## src/rtl/str_unpack.sv

```systemverilog
// Unpacks a left-NUL-padded packed string word into a stream of ASCII bytes,
// most significant character first, one beat per character.
module str_unpack #(
  parameter int WIDTH = 32
) (
  input  logic                              clk,
  input  logic                              rst,
  input  logic                              in_valid,
  output logic                              in_ready,
  input  logic [WIDTH-1:0]                  in_data,
  output logic                              out_valid,
  input  logic                              out_ready,
  output logic [7:0]                        out_char,
  output logic                              out_last,
  output logic                              out_empty,
  output logic [$clog2(WIDTH/8+1)-1:0]      out_len
);

  localparam int NCHAR = WIDTH / 8;
  localparam int LEN_W = $clog2(NCHAR + 1);
  localparam int IDX_W = (NCHAR > 1) ? $clog2(NCHAR) : 1;
  localparam logic [LEN_W-1:0] LEN_FULL = LEN_W'(NCHAR);
  localparam logic [LEN_W-1:0] LZ_LAST  = LEN_W'(NCHAR - 1);
  localparam logic [IDX_W-1:0] IDX_LAST = IDX_W'(NCHAR - 1);

  generate
    if ((WIDTH % 8) != 0 || WIDTH < 8) begin : g_bad_width
      $error("str_unpack: WIDTH must be a non-zero multiple of 8");
    end
  endgenerate

  typedef enum logic {IDLE, EMIT} state_t;

  state_t           state;
  logic [WIDTH-1:0] data_r;
  logic [IDX_W-1:0] idx_r;
  logic [IDX_W-1:0] idx_nxt;
  logic [LEN_W-1:0] in_lz;

  // Number of NUL bytes before the first character, scanning from the MS end.
  function automatic logic [LEN_W-1:0] count_lz(input logic [WIDTH-1:0] d);
    logic [LEN_W-1:0] n;
    logic             seen;
    n    = '0;
    seen = 1'b0;
    for (int i = 0; i < NCHAR; i++) begin
      if (!seen && d[WIDTH-1-8*i -: 8] == 8'h00) n = n + LEN_W'(1);
      else seen = 1'b1;
    end
    return n;
  endfunction

  function automatic logic [7:0] pick_byte(input logic [WIDTH-1:0] d,
                                           input logic [IDX_W-1:0] idx);
    logic [WIDTH-1:0] s;
    s = d << (8 * idx);
    return s[WIDTH-1 -: 8];
  endfunction

  assign in_lz   = count_lz(in_data);
  assign idx_nxt = idx_r + IDX_W'(1);

  always_ff @(posedge clk) begin
    if (rst) begin
      state     <= IDLE;
      in_ready  <= 1'b1;
      out_valid <= 1'b0;
      out_char  <= 8'h00;
      out_last  <= 1'b0;
      out_empty <= 1'b0;
      out_len   <= '0;
      idx_r     <= '0;
    end else begin
      case (state)
        IDLE: begin
          if (in_valid && in_ready) begin
            data_r    <= in_data;
            out_len   <= LEN_FULL - in_lz;
            state     <= EMIT;
            in_ready  <= 1'b0;
            out_valid <= 1'b1;
            // An all-NUL word still produces one terminating beat.
            if (in_lz == LEN_FULL) begin
              idx_r     <= IDX_LAST;
              out_char  <= 8'h00;
              out_last  <= 1'b1;
              out_empty <= 1'b1;
            end else begin
              idx_r     <= IDX_W'(in_lz);
              out_char  <= pick_byte(in_data, IDX_W'(in_lz));
              out_last  <= (in_lz == LZ_LAST);
              out_empty <= 1'b0;
            end
          end
        end
        EMIT: begin
          if (out_ready) begin
            if (out_last) begin
              state     <= IDLE;
              in_ready  <= 1'b1;
              out_valid <= 1'b0;
              out_last  <= 1'b0;
              out_empty <= 1'b0;
            end else begin
              idx_r    <= idx_nxt;
              out_char <= pick_byte(data_r, idx_nxt);
              out_last <= (idx_nxt == IDX_LAST);
            end
          end
        end
        default: state <= IDLE;
      endcase
    end
  end

endmodule

```

## config.mk

```make
export PLATFORM = sky130hd
export DESIGN_NAME = str_unpack
export DESIGN_NICKNAME = d
export VERILOG_FILES = /design/src/rtl/str_unpack.sv
export SDC_FILE = /design/constraint.sdc
export NUM_CORES = 1
export LEC_CHECK = 0
export CAP_MARGIN = 40
export CORE_MARGIN = 1
export CORE_UTILIZATION = 45
export DETAILED_ROUTE_END_ITERATION = 12
export GPL_ROUTABILITY_DRIVEN = 0
export PLACE_DENSITY = 0.77
export SLEW_MARGIN = 20
export SYNTH_ARGS = -nofsm -noshare
export SYNTH_HDL_FRONTEND = slang
export SYNTH_SLANG_ARGS = --single-unit
```

## constraint.sdc

```tcl
create_clock -name clk -period 3.72 [get_ports clk]
set_clock_uncertainty 0.2 [all_clocks]
set_input_delay 1.116 -clock clk [delete_from_list [all_inputs] [get_ports clk]]
set_output_delay 1.116 -clock clk [all_outputs]
set_load 0.02 [all_outputs]
```

Yosys cells after proc, flatten, opt, wreduce, memory -nomap -nowiden --
Cells that the tools add are included.
Storage, ports and cells: bits in writable memories 0, bits of input ports 36, bits in registers 50, bits in read-only memories 0, word-level logic and storage cells 77, bits in latches 0, memories kept 0, output and inout port bits 15
Operators by class: shifts and indexed selects 2, multipliers 0, bitwise gates (word level) 2, magnitude comparators 0, add/sub/neg operators 5, mux-type cells 37, equality and inequality tests 7, divide/modulo/power cells 0, reduce and logical (&&, ||, !) cells 15
Operators with widths (number):
- left shift 32 x 5 -> 32 bit | 2
- zero test 8 bit | 4
- two-way mux 8 bit | 4
- two-way mux 1 bit | 19
- case mux 8 bit (2 select lines) | 1
- two-way mux 2 bit | 5
- case mux 1 bit (2 select lines) | 5
- AND reduction 3 bit | 3
- != test 2 bit, second input constant | 4
- adder 3 x 1 -> 3 bit, second input constant | 2
- two-way mux 3 bit | 2
- logical AND 1 bit | 4
- case mux 2 bit (2 select lines) | 1
- AND reduction 2 bit | 2
- equality test 3 x 2 -> 1 bit, second input constant | 1
- equality test 3 bit, second input constant | 1
- subtractor 3 bit, first input constant | 1
- adder 1 x 1 -> 2 bit, second input constant | 1
- adder 2 x 1 -> 2 bit, second input constant | 1
- equality test 2 bit, second input constant | 1
- zero test 1 bit | 2
- inverter 1 bit | 2

Logic depth before layout (Yosys ltp) --
depth in word-level cells 13, mapped depth 14

Worst setup path after synthesis --
OpenSTA, ideal clock, no wires.
kind input to register, from input in_data[16], to register out_char[1], path slack -0.213 ns, arrival time 3.674 ns, cell stages on the path 13, buffers on the path 0, library setup time 0.060 ns, required time 3.460 ns, cell sequence nor4_1 and2_1 a21oi_1 ha_1 nor2_1 nor2_1 inv_1 ha_1 ha_1 or2_2 or3_1 o211ai_1 o311a_1
Between the ends: longest elaborated chain between the ends 13, elaborated cells between the ends (all ways) 18
RTL lines:
- start, declared | RTL line 10 | input logic [WIDTH-1:0] in_data,
- zero test 8 bit * | RTL line 47 | if (!seen && d[WIDTH-1-8*i -: 8] == 8'h00) n = n + LEN_W'(1);
- logical AND 1 bit * | RTL line 47
- branches (longest 6 deep; another with adder 3 x 1 -> 3 bit)
- two-way mux 3 bit * | RTL line 47
- left shift 32 x 5 -> 32 bit / equality test 3 bit (equally long branches) | RTL line 56, 83
- two-way mux 8 bit * | RTL line 83 | if (in_lz == LEN_FULL) begin
- two-way mux 8 bit * | RTL line 76 | if (in_valid && in_ready) begin
- case mux 8 bit (2 select lines) * | RTL line 74 | case (state)
- end signal, assigned | RTL line 90 | out_char <= pick_byte(in_data, IDX_W'(in_lz));
- end signal, assigned | RTL line 106 | out_char <= pick_byte(data_r, idx_nxt);
- end, declared | RTL line 13 | output logic [7:0] out_char,
Every way passes the cells marked *. The select of a mux whose other input is x is not followed. A chain may end at the register's enable or synchronous reset.

Worst setup path after layout --
from input in_data[1], to register idx_r[1]
Between the ends: longest elaborated chain between the ends 7
RTL lines:
- zero test 8 bit * | RTL line 47
- logical AND 1 bit * | RTL line 47
- two-way mux 3 bit * | RTL line 47
- equality test 3 bit | RTL line 83
- two-way mux 2 bit * | RTL line 83
- two-way mux 2 bit * | RTL line 76
- case mux 2 bit (2 select lines) * | RTL line 74
- end signal, assigned | RTL line 89 | idx_r <= IDX_W'(in_lz);
- end signal, assigned | RTL line 105 | idx_r <= idx_nxt;
- end, declared | RTL line 36 | logic [IDX_W-1:0] idx_r;
Mark *: on every way between the ends. The rest lies on a longest branch, timed or not. The select of a mux whose other input is x is not followed.

==> results.json <==
{
  "status": "completed",
  "path_max_fanout": 7,
  "htreeDepth": 2,
  "antenna_cells": 0,
  "track_usage": 0.241,
  "die_height_um": 76.0,
  "detail_route.wl_per_cell_um": 18.1,
  "grt_pass1_vias": 2096,
  "placed_area_mm2": 0.00340,
  "cts_tree": "built",
  "syn_to_final_growth_pct": 45.5,
  "cts.path.max_buffers": 2,
  "route.detailed.drc": 0,
  "cts.sinks": 50,
  "dp.cells": 354,
  "seqCellArea_mm2": 0.00132,
  "pin_count": 51,
  "grt_first_pass_wirelength_um": 10500,
  "multiInputGateArea_mm2": 0.00121,
  "antenna_found_initial": 0,
  "avgSynthCellArea_um2": 12.4,
  "netlist_top_cells_area": "edfxtp_1, dfxtp_1, mux4_2, mux2i_1, o31ai_1",
  "start_util": 0.476,
  "period_minus_slack_ns": 3.64,
  "avgViaCountPerCell": 5.69,
  "filler_cell_count": 374,
  "synth_ff_type": "edfxtp_1",
  "cts_root_buf": "clkbuf_8",
  "min_path_type": "flip-flop to flip-flop",
  "portBuffers": 50,
  "chipWidth_um": 76.0,
  "fin_area_mm2": 0.00358,
  "drt-total-wl_um": 6690,
  "cap_viol_max_count": 0,
  "synth_seq_cells": 50,
  "grt_max_degree": 33,
  "nNetsFinal": 339,
  "setup_violations": 0,
  "fin_cells": 369,
  "netlist_area_mm2": 0.00246,
  "hold_violations": 0,
  "finalCritPeriodShare": 0.979,
  "numCtsBuffers": 5,
  "slew_headroom": 0.466,
  "slew_violations": 0,
  "syn_inst": 198,
  "startpoint_type": "primary input",
  "fin_hold_ws_ns": 0.276,
  "dp_hpwl_um": 4890,
  "critical_path_required_ns": 3.76,
  "worst_pin_slew_ns": 0.799,
  "clk_pin_slew_ns": 0.09,
  "syn-num-nets": 239,
  "endpoint_kind": "flip-flop",
  "drive_gt1_frac": 0.338,
  "yosys.cell_types.count": 48,
  "ant_nets": 0,
  "grt-ovfl-total": 0,
  "ys_async_sr_fraction": 0,
  "crit_type": "primary input to flip-flop",
  "dieArea_mm2": 0.00577,
  "yosys_warnings": 0,
  "dpl_worst_slack_ns": -0.580,
  "drt_iter0_markers": 155,
  "rows": 26,
  "coreArea_mm2": 0.00517,
  "clk_latency_ns": 0.30,
  "num_vias": 2099,
  "leakage_nw": 1.35,
  "finalSetupTns_ns": 0,
  "pwr_density_cell_mw_per_mm2": 343,
  "yosys.area.top_type_share": 0.390,
  "layout_setup_ws_ns": 0.0765,
  "ir_worst_vdd_mv": 0.224,
  "crit_arrival_ns": 3.69,
  "synth_edf_count": 32,
  "synth_top_cell_by_area": "edfxtp_1",
  "firstDrtPassIters": 4,
  "synth.yosys.seq_area_share": 0.537,
  "fmax_mhz": 274
}
Yosys cell counts (2+ instances only):
library cell / count
mux4_2: 8
nand3_1: 4
buf_1: 3
edfxtp_1: 32
o211ai_1: 2
and2_1: 2
nor4_4: 2
nor2_1: 19
nand2_1: 7
nor2b_1: 2
inv_1: 3
clkbuf_1: 5
o31ai_1: 10
a21o_1: 2
dfxtp_1: 18
nor4_2: 2
or4_1: 2
o21ai_0: 3
a21oi_1: 14
mux2i_1: 9
a2bb2oi_1: 5
nor4_1: 4
a31oi_1: 9
a31o_2: 2
ha_1: 5
and3b_1: 2
cells by family (layout without fill, tap and decap cells):
| kind of cell | after synthesis | count (layout) | share of synthesized area |
|---|---|---|---|
| compound gates | 57 | 57 | 0.164 |
| simple gates | 55 | 55 | 0.139 |
| flops | 50 | 50 | 0.537 |
| mux | 17 | 17 | 0.110 |
| buf+inv | 14 | 115 | 0.0254 |
| fa+ha+maj | 5 | 5 | 0.0254 |
cell usage in the layout (no fill, tap or decap), drive strengths merged, types with 7 or more instances in the layout:
| master | netlist | final |
|---|---|---|
| a21oi | 15 | 15 |
| a31oi | 9 | 9 |
| buf | 4 | 52 |
| clkbuf | 5 | 12 |
| clkdlybuf4s50 | 0 | 26 |
| dfxtp | 18 | 18 |
| dlygate4sd2 | 0 | 13 |
| edfxtp | 32 | 32 |
| mux2i | 9 | 9 |
| mux4 | 8 | 8 |
| nand2 | 7 | 7 |
| nor2 | 19 | 19 |
| nor4 | 8 | 8 |
| o31ai | 11 | 11 |
path summary, 6_finish.rpt:
kind / slack [ns] / depth (start not counted) / endpoint / startpoint
max: 0.08 / 11 / idx_r[1] / in_data[1]
min: 0.28 / 2 / idx_r[1] / idx_r[1]
max reg2reg: 1.25 / 7 / out_char[3] / idx_r[0]
min reg2reg: 0.28 / 2 / idx_r[1] / idx_r[1]
cell type report:
cell class | count | share of cell area
timing repair buffer | 102 | 0.241
multi-input combinational | 134 | 0.338
sequential | 50 | 0.369
tap | 70 | 0.0244
clock buffer | 6 | 0.0203
inverter | 5 | 0.00594
clock inverter | 2 | 0.00244
where the power goes:
part           internal (mW)  total [mW]  switching, mW
Clock                  0.130       0.299          0.170
Sequential             0.627       0.642         0.0148
Combinational          0.140       0.287          0.147
Total                  0.897        1.23          0.332
registers in the layout (all words and copies together) (netlist names):
signal,flops
data_r,32
idx_r,2
in_ready,1
out_char,8
out_empty,1
out_last,1
out_len,3
out_valid,1
state,1
what timing repair did:
action / in CTS / in global routing
pin swaps: 11 / 12
setup buffers: 4 / 3
endpoints found under the hold margin: 0 / 0
hold buffers: 0 / 0
gates resized for setup: 25 / 29
endpoints found under the setup margin: 10 / 10
worst max-delay path: stages:
cell             delay [ns]
clkdlybuf4s50_1        0.46
or4_4                  0.53
o211ai_1               0.23
a21o_1                 0.23
ha_4                   0.17
ha_4                   0.13
or2_4                  0.13
nor2_1                 0.05
a22o_4                 0.26
a211o_1                0.25
a21oi_2                0.13
metrics by stage:
step,power [mW],util
2_1_floorplan,0.790,-
3_3_place_gp,0.933,0.658
3_5_place_dp,0.939,0.658
4_1_cts,1.23,0.677
5_1_grt,1.28,0.693
6_report,1.23,0.693
per-layer routing:
| layer | global-route usage | vias to the layer above | wire length, um |
|---|---|---|---|
| met5 | 0 | - | 0 |
| met4 | 0.0865 | 0 | 124 |
| met3 | 0.0491 | 10 | 366 |
| met2 | 0.412 | 67 | 3340 |
| met1 | 0.302 | 1029 | 2860 |
| li1 | - | 993 | - |
Note: power is estimated with default switching activity, not from simulation.
